===== src/rtl/axi_rd_arbiter_2to1.sv =====
// Two-master to one-slave AXI read arbiter; serialises whole bursts onto the ROM read port.
// Round-robin by default; define RD_ARB_FIXED_PRIO_EN for fixed priority (M0 wins ties).
module axi_rd_arbiter_2to1 #(
    parameter int unsigned ID_BITS   = 4,
    parameter int unsigned ADDR_BITS = 32,
    parameter int unsigned DATA_BITS = 32,
    parameter int unsigned LEN_BITS  = 4
) (
    input  logic                 ACLK,
    input  logic                 ARESETn,
    // master 0 (instruction fetch)
    input  logic [ID_BITS-1:0]   M0_ARID,
    input  logic [ADDR_BITS-1:0] M0_ARADDR,
    input  logic [LEN_BITS-1:0]  M0_ARLEN,
    input  logic [2:0]           M0_ARSIZE,
    input  logic [1:0]           M0_ARBURST,
    input  logic                 M0_ARVALID,
    output logic                 M0_ARREADY,
    output logic [ID_BITS-1:0]   M0_RID,
    output logic [DATA_BITS-1:0] M0_RDATA,
    output logic [1:0]           M0_RRESP,
    output logic                 M0_RLAST,
    output logic                 M0_RVALID,
    input  logic                 M0_RREADY,
    // master 1 (boot/DMA loader)
    input  logic [ID_BITS-1:0]   M1_ARID,
    input  logic [ADDR_BITS-1:0] M1_ARADDR,
    input  logic [LEN_BITS-1:0]  M1_ARLEN,
    input  logic [2:0]           M1_ARSIZE,
    input  logic [1:0]           M1_ARBURST,
    input  logic                 M1_ARVALID,
    output logic                 M1_ARREADY,
    output logic [ID_BITS-1:0]   M1_RID,
    output logic [DATA_BITS-1:0] M1_RDATA,
    output logic [1:0]           M1_RRESP,
    output logic                 M1_RLAST,
    output logic                 M1_RVALID,
    input  logic                 M1_RREADY,
    // ROM slave
    output logic [ID_BITS-1:0]   S_ARID,
    output logic [ADDR_BITS-1:0] S_ARADDR,
    output logic [LEN_BITS-1:0]  S_ARLEN,
    output logic [2:0]           S_ARSIZE,
    output logic [1:0]           S_ARBURST,
    output logic                 S_ARVALID,
    input  logic                 S_ARREADY,
    input  logic [ID_BITS-1:0]   S_RID,
    input  logic [DATA_BITS-1:0] S_RDATA,
    input  logic [1:0]           S_RRESP,
    input  logic                 S_RLAST,
    input  logic                 S_RVALID,
    output logic                 S_RREADY,
    output logic [1:0]           GRANT
);

    typedef enum logic [1:0] {
        StIdle,
        StAddr,
        StData
    } state_e;

    state_e              r_state, w_state_nxt;
    logic                r_grant, w_grant_nxt;       // 0 = M0, 1 = M1
    logic [LEN_BITS-1:0] r_len, w_len_nxt;
    logic [LEN_BITS-1:0] r_beat_cnt, w_beat_cnt_nxt;
    logic                w_pick;
    logic                w_ar_hs;
    logic                w_r_hs;

`ifndef RD_ARB_FIXED_PRIO_EN
    logic                r_last_grant, w_last_grant_nxt;
`endif

    assign w_ar_hs = (r_state == StAddr) && S_ARVALID && S_ARREADY;
    assign w_r_hs  = (r_state == StData) && S_RVALID && S_RREADY;

    // Tie-break between simultaneous requests
    always_comb begin
        w_pick = M1_ARVALID;
        if (M0_ARVALID && M1_ARVALID) begin
`ifdef RD_ARB_FIXED_PRIO_EN
            w_pick = 1'b0;
`else
            w_pick = ~r_last_grant;
`endif
        end
    end

    always_comb begin
        w_state_nxt    = r_state;
        w_grant_nxt    = r_grant;
        w_len_nxt      = r_len;
        w_beat_cnt_nxt = r_beat_cnt;
`ifndef RD_ARB_FIXED_PRIO_EN
        w_last_grant_nxt = r_last_grant;
`endif
        case (r_state)
            StIdle: begin
                if (M0_ARVALID || M1_ARVALID) begin
                    w_grant_nxt = w_pick;
`ifndef RD_ARB_FIXED_PRIO_EN
                    w_last_grant_nxt = w_pick;
`endif
                    w_state_nxt = StAddr;
                end
            end
            StAddr: begin
                if (w_ar_hs) begin
                    w_len_nxt      = r_grant ? M1_ARLEN : M0_ARLEN;
                    w_beat_cnt_nxt = '0;
                    w_state_nxt    = StData;
                end
            end
            StData: begin
                if (w_r_hs) begin
                    w_beat_cnt_nxt = r_beat_cnt + 1'b1;
                    if (S_RLAST) begin
                        w_state_nxt = StIdle;
                    end
                end
            end
            default: w_state_nxt = StIdle;
        endcase
    end

    always_ff @(posedge ACLK or negedge ARESETn) begin
        if (!ARESETn) begin
            r_state    <= StIdle;
            r_grant    <= 1'b0;
            r_len      <= '0;
            r_beat_cnt <= '0;
        end else begin
            r_state    <= w_state_nxt;
            r_grant    <= w_grant_nxt;
            r_len      <= w_len_nxt;
            r_beat_cnt <= w_beat_cnt_nxt;
        end
    end

`ifndef RD_ARB_FIXED_PRIO_EN
    // Reset to M1 so that M0 wins the first tie
    always_ff @(posedge ACLK or negedge ARESETn) begin
        if (!ARESETn) begin
            r_last_grant <= 1'b1;
        end else begin
            r_last_grant <= w_last_grant_nxt;
        end
    end
`endif

    // Channel muxing; everything idles at zero outside the owning phase
    always_comb begin
        S_ARID     = '0;
        S_ARADDR   = '0;
        S_ARLEN    = '0;
        S_ARSIZE   = '0;
        S_ARBURST  = '0;
        S_ARVALID  = 1'b0;
        S_RREADY   = 1'b0;
        M0_ARREADY = 1'b0;
        M0_RID     = '0;
        M0_RDATA   = '0;
        M0_RRESP   = '0;
        M0_RLAST   = 1'b0;
        M0_RVALID  = 1'b0;
        M1_ARREADY = 1'b0;
        M1_RID     = '0;
        M1_RDATA   = '0;
        M1_RRESP   = '0;
        M1_RLAST   = 1'b0;
        M1_RVALID  = 1'b0;
        case (r_state)
            StAddr: begin
                if (r_grant) begin
                    S_ARID     = M1_ARID;
                    S_ARADDR   = M1_ARADDR;
                    S_ARLEN    = M1_ARLEN;
                    S_ARSIZE   = M1_ARSIZE;
                    S_ARBURST  = M1_ARBURST;
                    S_ARVALID  = M1_ARVALID;
                    M1_ARREADY = S_ARREADY;
                end else begin
                    S_ARID     = M0_ARID;
                    S_ARADDR   = M0_ARADDR;
                    S_ARLEN    = M0_ARLEN;
                    S_ARSIZE   = M0_ARSIZE;
                    S_ARBURST  = M0_ARBURST;
                    S_ARVALID  = M0_ARVALID;
                    M0_ARREADY = S_ARREADY;
                end
            end
            StData: begin
                if (r_grant) begin
                    M1_RID    = S_RID;
                    M1_RDATA  = S_RDATA;
                    M1_RRESP  = S_RRESP;
                    M1_RLAST  = S_RLAST;
                    M1_RVALID = S_RVALID;
                    S_RREADY  = M1_RREADY;
                end else begin
                    M0_RID    = S_RID;
                    M0_RDATA  = S_RDATA;
                    M0_RRESP  = S_RRESP;
                    M0_RLAST  = S_RLAST;
                    M0_RVALID = S_RVALID;
                    S_RREADY  = M0_RREADY;
                end
            end
            default: ;
        endcase
    end

    assign GRANT = (r_state == StIdle) ? 2'b00 : (r_grant ? 2'b10 : 2'b01);

    // The beat count only cross-checks the slave; RLAST alone ends the burst
    a_beat_count: assert property (@(posedge ACLK) disable iff (!ARESETn)
        (w_r_hs && S_RLAST) |-> (r_beat_cnt == r_len));

endmodule


===== config.mk =====
export PLATFORM = sky130hd
export DESIGN_NAME = axi_rd_arbiter_2to1
export DESIGN_NICKNAME = d
export VERILOG_FILES = /design/src/rtl/axi_rd_arbiter_2to1.sv
export SDC_FILE = /design/constraint.sdc
export NUM_CORES = 1
export LEC_CHECK = 0
export ABC_AREA = 1
export CORE_ASPECT_RATIO = 1.4
export CORE_MARGIN = 10
export CORE_UTILIZATION = 19
export CTS_BUF_LIST = sky130_fd_sc_hd__clkbuf_8 sky130_fd_sc_hd__clkbuf_16
export CTS_CLUSTER_DIAMETER = 60
export CTS_CLUSTER_SIZE = 24
export DETAILED_ROUTE_END_ITERATION = 10
export PLACE_DENSITY = 0.74
export SLEW_MARGIN = 25
export SYNTH_ARGS = -nofsm -noshare
export SYNTH_HDL_FRONTEND = slang
export SYNTH_SLANG_ARGS = --single-unit

===== constraint.sdc =====
create_clock -name ACLK -period 1.2 [get_ports ACLK]
set_clock_uncertainty 0.1 [all_clocks]
set_input_delay 0.24 -clock ACLK [delete_from_list [all_inputs] [get_ports ACLK]]
set_output_delay 0.24 -clock ACLK [all_outputs]
set_load 0.01 [all_outputs]

# --- After elaboration in Yosys (flattened, before gate mapping) ---
# Cells that the tools add are included.
totals:
  reg_bits: 4
  out_inout_bits: 131
  input_bits: 137
  wordCells: 65
op_classes:
  eq_ne: 6
  n_reduce_logical: 9
  muxes: 46
  n_bitwise: 1
op_table:
  columns: ["operator", "n"]
  rows:
  - ["2-to-1 mux 32 bit", 6]
  - ["2-to-1 mux 4 bit", 8]
  - ["2-to-1 mux 2 bit", 12]
  - ["2-to-1 mux 1 bit", 17]
  - ["!= test 2 bit, second input constant", 4]
  - ["2-to-1 mux 3 bit", 2]
  - ["one-hot mux 2 bit (3 select lines)", 1]
  - ["logical AND 1 bit", 5]
  - ["AND reduction 4 bit", 1]
  - ["== test 2 x 1 -> 1 bit, second input constant", 1]
  - ["== test 2 bit, second input constant", 1]
  - ["zero test 2 bit", 1]
  - ["AND reduction 2 bit", 1]
  - ["logical OR 1 bit", 1]
  - ["NOT 1 bit", 1]

# --- Depth between registers and ports, before layout ---
# Gate-level depths: netlist (run 1).
depth:
  word_depth: 6
  depth_mapped: 8
  depth_no_buf: 6

# --- Least setup slack after synthesis (run 1) ---
# No wires, ideal clock.
synth_timing:
  path_type: "flip-flop to output port"
  startpoint: "register r_grant"
  endpoint: "output S_ARADDR[10]"
  slack_ns: -0.163
  arrival_ns: 1.023
  stages_incl_launch_ff: 7
  cell_sequence: "dfrtp_1 buf_6 inv_4 buf_6 buf_6 nand2_1 a21oi_1"
synth_via:
  elab_chain_len: 2
synth_rtl:
  columns: ["item", "line_no", "text"]
  rows:
  - ["from (decl)", "63", "logic r_grant, w_grant_nxt;"]
  - ["from (signal assigned)", "134", "r_grant <= w_grant_nxt;"]
  - ["2-to-1 mux 32 bit", "174", "if (r_grant) begin"]
  - ["2-to-1 mux 32 bit", "172", "case (r_state)"]
  - ["to (decl)", "41", "output logic [ADDR_BITS-1:0] S_ARADDR,"]
# No other way between the ends.

# --- Final worst setup path (run 1) ---
layout_timing:
  startpoint: "register r_grant"
  endpoint: "output S_ARSIZE[0]"
layout_via:
  elab_chain_len: 2
layout_rtl:
  columns: ["item", "line_no", "text"]
  rows:
  - ["2-to-1 mux 3 bit", "174", null]
  - ["2-to-1 mux 3 bit", "172", null]
  - ["to (decl)", "43", "output logic [2:0] S_ARSIZE,"]
# No other way between the ends.

==> results.json, run 1 <==
{
  "status": "finished with violations",
  "violations": "setup timing",
  "crit_type": "register to primary output",
  "finalSetupViolations": 133,
  "r2r_start": "r_grant",
  "worst_slack_ns": -0.566,
  "power_density_mw_per_mm2": 1890,
  "hold_slack_ns": 0.116,
  "start_util": 0.196,
  "core_area_mm2": 0.00775,
  "r2r-end": "r_state[0]",
  "track_usage": 0.186,
  "ant_nets": 0,
  "cp.arrival_ns": 1.43,
  "top_level_ports": 268,
  "diodes": 0,
  "first_pass_iters": 4,
  "place.gp.congestion": 0.834,
  "numCtsBuffers": 3,
  "cp_slowest_cell": "dfrtp_2",
  "drive_above_1_share": 0.572,
  "grt_setup_unrepaired": "yes",
  "worst_pin_slew_ns": 0.180,
  "finalMaxSlewViolations": 0,
  "synth-seq-cells": 4,
  "holdCritPathClass": "input pin to asynchronous set/reset pin",
  "first_global_vias": 3234,
  "syn2layout_area_growth_pct": 252,
  "clk_path_buf_depth": 2,
  "worstPathMaxFanout": 7,
  "syn_area_mm2": 0.00152,
  "syn_inst": 319,
  "critPathCaptureType": "primary output",
  "maxCapViolCount": 0,
  "synth.distinct_cells": 17,
  "ff2ff_path_depth": 9,
  "wirelength_mm": 13.4,
  "crit_family": "buffers and inverters",
  "min_period_ns": 1.77,
  "dp_hpwl_mm": 9.77,
  "clock_latency_ns": 0.22,
  "drc": 0,
  "viasPerCell": 4.46,
  "worst-path-buf-inv": 4,
  "relSlewSlack": 0.880,
  "clock.fmax_ghz": 0.566,
  "p_leak_uw": 0.00265,
  "vdd_drop_max_mv": 1.18,
  "detail_route.wl_per_cell_um": 18.7,
  "die_h_um": 126,
  "final_cell_mix": "clkdlybuf4s50_1, buf_2, nand2_1, nor2_2, a21oi_2",
  "crit_chain": "inv_4 -> buf_12 -> buf_12 -> nand2_4 -> a21oi_2 -> buf_2",
  "cts.sink_count": 4,
  "cpMostUsedCell": "buf_12",
  "mostFrequentLayoutCell": "clkdlybuf4s50_1",
  "cts_tree": "yes",
  "die_width_um": 95.5,
  "clk_pin_slew_ns": 0.04,
  "syn_nets": 456,
  "placed_area_mm2": 0.00460,
  "drt-initial-drc-count": 111,
  "max_stage_delay_ns": 0.43,
  "synth.yosys.seq_area_share": 0.0669,
  "rows": 38,
  "port_buffers": 267,
  "tns_ns": -65.60,
  "finalCritPeriodShare": 1.47,
  "cts_hold_repair.buffers": 0,
  "grt_antenna_before_repair": 0,
  "grt_first_pass_wirelength_mm": 17.8,
  "fp.dieArea_mm2": 0.0120,
  "overflow": 0,
  "finalHoldViolCount": 0,
  "ys_warn_count": 0,
  "clockRootBuffer": "clkbuf_8",
  "finalInstanceArea_mm2": 0.00533,
  "required_ns": 0.86,
  "regToRegSetupSlack_ns": -0.23,
  "grt_max_degree": 41,
  "htreeDepth": 1,
  "fin_nets": 757,
  "avgSynthCellArea_um2": 4.75,
  "vias": 3209,
  "cp-start-kind": "register"
}
-- report_power, final --
part           switching [uW]  internal, uW  total [uW]
Combinational            4650          4850        9500
Clock                    78.4           219         297
Sequential               73.3           221         294
-- cells in the mapped netlist, drive strengths merged --
library cell  count  area, um^2
a21oi            46         305
and2              1        6.26
buf              24         166
dfrtp             3        75.1
dfstp             1        26.3
inv              45         171
nand2           109         412
nand3             3        15.0
nor2             84         323
nor3              2        10.0
o21ai             1        5.00
-- metrics by stage --
step | worst slack (ns) | util | cells | power [uW]
after floorplan | -0.126 | - | 319 | 3830
after global placement | -0.684 | 0.594 | 682 | 7120
after detailed placement | -0.700 | 0.594 | 682 | 7160
after CTS | -0.578 | 0.593 | 704 | 8540
after global routing | -0.640 | 0.688 | 719 | 10700
final | -0.566 | 0.688 | 719 | 10100
-- cells by family after synthesis --
family,count (synthesis),share of synthesized area
simple gates,199,0.505
buf+inv,69,0.223
compound gates,47,0.205
flops,4,0.0669
-- worst register-to-register path, stage by stage (launching register included) --
cell     delay [ns]
dfrtp_2        0.43
inv_4          0.11
buf_8          0.15
buf_16         0.13
nand2_4        0.05
buf_6          0.11
nand2_4        0.04
nand3_2        0.06
nand2_1        0.06
nand2_1        0.05
-- worst max-delay path by stage --
stage / start / endpoint / slack [ns] / cells past startpoint
finish: r_grant / S_ARSIZE[0] / -0.57 / 6
detailed placement: r_state[1] / S_ARSIZE[0] / -0.70 / 6
global route: r_grant / S_ARSIZE[0] / -0.64 / 6
CTS: r_state[1] / S_ARADDR[5] / -0.58 / 6
global placement: r_state[1] / S_ARSIZE[0] / -0.68 / 6
floorplan: r_grant / S_ARADDR[10] / -0.13 / 6
-- final cells by class --
| cell class | count | area, um^2 |
|---|---|---|
| Clock buffer | 3 | 41.3 |
| Clock inverter | 1 | 3.75 |
| Fill cell | 654 | 2420 |
| Inverter | 45 | 171 |
| Multi-Input combinational cell | 247 | 1770 |
| Sequential cell | 4 | 103 |
| Tap cell | 100 | 125 |
| Timing Repair Buffer | 319 | 3120 |
-- per-layer routing --
layer	GRT usage	wire (um)	vias up
met5	0	0	-
met4	0.0513	293	0
met3	0.0743	1440	20
met2	0.336	7140	187
met1	0.189	4580	1440
li1	-	-	1562
-- registers in the layout, summed over array words and instances, names as in the netlist --
register      flops
r_grant           1
r_state           2
r_last_grant      1
-- repair_timing --
action,4_1_cts,5_1_grt
resized for setup,583,135
setup buffers,8,3
pin swaps,3,23
endpoints found under the setup margin,135,135
gates cloned,10,13
(Power assumes the default switching activity.)
==> inputs of run 2 (changes only) <==
ABC_CLOCK_PERIOD_IN_PS = 1200   (was default)
==> results of run 2 <==
Same layout as run 1: the final DEF is identical, and so are final timing and power.
==> inputs of run 3 (changes only) <==
GPL_TIMING_DRIVEN = 0   (was default)
==> results.json, run 3 (synthesized netlist as in run 1, its figures left out) <==
{
  "diodes": 0,
  "max_stage_delay_ns": 0.36,
  "maxCapViolCount": 0,
  "die_width_um": 95.5,
  "power_frac_seq": 0.029,
  "p_comb_frac": 0.939,
  "finalInstanceArea_mm2": 0.00522,
  "drt-initial-drc-count": 67,
  "fillCellCount": 681,
  "rows": 38,
  "violations": "setup timing",
  "track_usage": 0.181,
  "wirelength_mm": 12.7,
  "power_density_mw_per_mm2": 1830,
  "hold_slack_ns": 0.119,
  "worst_pin_slew_ns": 0.206,
  "finalMaxSlewViolations": 0,
  "crit_type": "register to primary output",
  "mostFrequentLayoutCell": "clkdlybuf4s50_1",
  "finalSetupViolations": 133,
  "vdd_drop_max_mv": 1.50,
  "viasPerCell": 4.36,
  "first_global_vias": 3016,
  "p_leak_uw": 0.00263,
  "cts_tree": "yes",
  "grt_max_degree": 11,
  "finalCritPeriodShare": 1.49,
  "start_util": 0.196,
  "net-switching-power_uw": 4620,
  "intPower_uw": 4940,
  "place.gp.congestion": 0.894,
  "vias": 3128,
  "min_period_ns": 1.79,
  "clkPwrFrac": 0.032,
  "clk_path_buf_depth": 2,
  "p_sw_frac": 0.483,
  "cp-start-kind": "register",
  "worst-path-buf-inv": 3,
  "status": "finished with violations",
  "final_cell_mix": "clkdlybuf4s50_1, buf_2, nand2_1, buf_6, a21oi_2",
  "clockRootBuffer": "clkbuf_8",
  "dp_hpwl_mm": 10.2,
  "port_buffers": 267,
  "relSlewSlack": 0.862,
  "grt_antenna_before_repair": 0,
  "ant_nets": 0,
  "grt_first_pass_wirelength_mm": 17.2,
  "die_h_um": 126,
  "required_ns": 0.86,
  "drive_above_1_share": 0.568,
  "syn2layout_area_growth_pct": 245,
  "clock.fmax_ghz": 0.557,
  "numCtsBuffers": 3,
  "crit_family": "simple AND/OR/NAND/NOR gates",
  "reg_top3": "r_state: 2 flops, r_grant: 1 flops, r_last_grant: 1 flops",
  "worst_slack_ns": -0.594,
  "cts_hold_repair.buffers": 0,
  "fp.dieArea_mm2": 0.0120,
  "regToRegSetupSlack_ns": -0.23,
  "holdCritPathClass": "input pin to asynchronous set/reset pin",
  "cts.sink_count": 4,
  "cp.arrival_ns": 1.45,
  "clk_pin_slew_ns": 0.04,
  "fin_nets": 756,
  "finalHoldViolCount": 0,
  "critPathCaptureType": "primary output",
  "top_register": "r_state",
  "worstPathMaxFanout": 10,
  "grt_setup_unrepaired": "yes",
  "placed_area_mm2": 0.00459,
  "cp_slowest_cell": "dfrtp_1",
  "crit_chain": "inv_2 -> nor2_4 -> nand2_4 -> buf_6 -> nor2_2 -> buf_2",
  "largest_register_ffs": 2,
  "core_area_mm2": 0.00775,
  "first_pass_iters": 4,
  "clock_latency_ns": 0.23,
  "top_level_ports": 268,
  "htreeDepth": 1,
  "drc": 0,
  "overflow": 0,
  "detail_route.wl_per_cell_um": 17.6,
  "pre_cts_slack_ns": -0.807
}
==> run 3: layer usage <==
metal / GRT usage / up-vias / wire, um
li1: - / 1545 / -
met1: 0.165 / 1395 / 4100
met2: 0.359 / 173 / 6960
met3: 0.0672 / 15 / 1370
met4: 0.0392 / 0 / 227
met5: 0 / - / 0
==> run 3: layout make-up <==
type                       count  area, um^2  area share
timing repair buffer         296        2650       0.507
multi-input combinational    246        1760       0.337
buffer                        23         358      0.0686
inverter                      45         181      0.0348
tap                          100         125      0.0240
sequential                     4         103      0.0197
clock buffer                   3        41.3     0.00791
clock inverter                 1        3.75    0.000719
==> run 3: stage by stage <==
stage               power (uW)  instances   util  TNS (ns)
finish                    9560        718  0.674    -68.50
global route             10200        718  0.674    -77.97
CTS                       8350        704  0.592    -65.52
detailed placement        7200        686  0.592    -92.09
global placement          7160        686  0.592    -90.67
floorplan                 3830        319      -    -11.45
==> run 3: timing repair <==
| item | CTS | global route |
|---|---|---|
| endpoints found under the setup margin | 135 | 135 |
| buffers inserted | 9 | 13 |
| gates resized for setup | 624 | 130 |
| gates cloned | 5 | 4 |
| pin swaps | 6 | 26 |
==> run 3: final timing paths <==
kind | from | depth (start not counted) | endpoint
setup / recovery | r_state[1] | 6 | M1_RDATA[20]
hold / removal | ARESETn | 1 | r_state[1]
setup reg to reg | r_grant | 10 | r_state[1]
hold reg to reg | r_last_grant | 2 | r_last_grant
max in group asynchronous | ARESETn | 1 | r_last_grant
min in group ACLK | r_last_grant | 2 | r_last_grant
==> run 3: power groups by stage <==
stage | Combinational [uW] | Clock (uW) | Sequential (uW)
4_1_cts | 7760 | 313 | 271
6_report | 8980 | 304 | 278
2_1_floorplan | 3560 | 0 | 262
3_5_place_dp | 6930 | 0 | 272
5_1_grt | 9570 | 329 | 288
3_3_place_gp | 6890 | 0 | 269
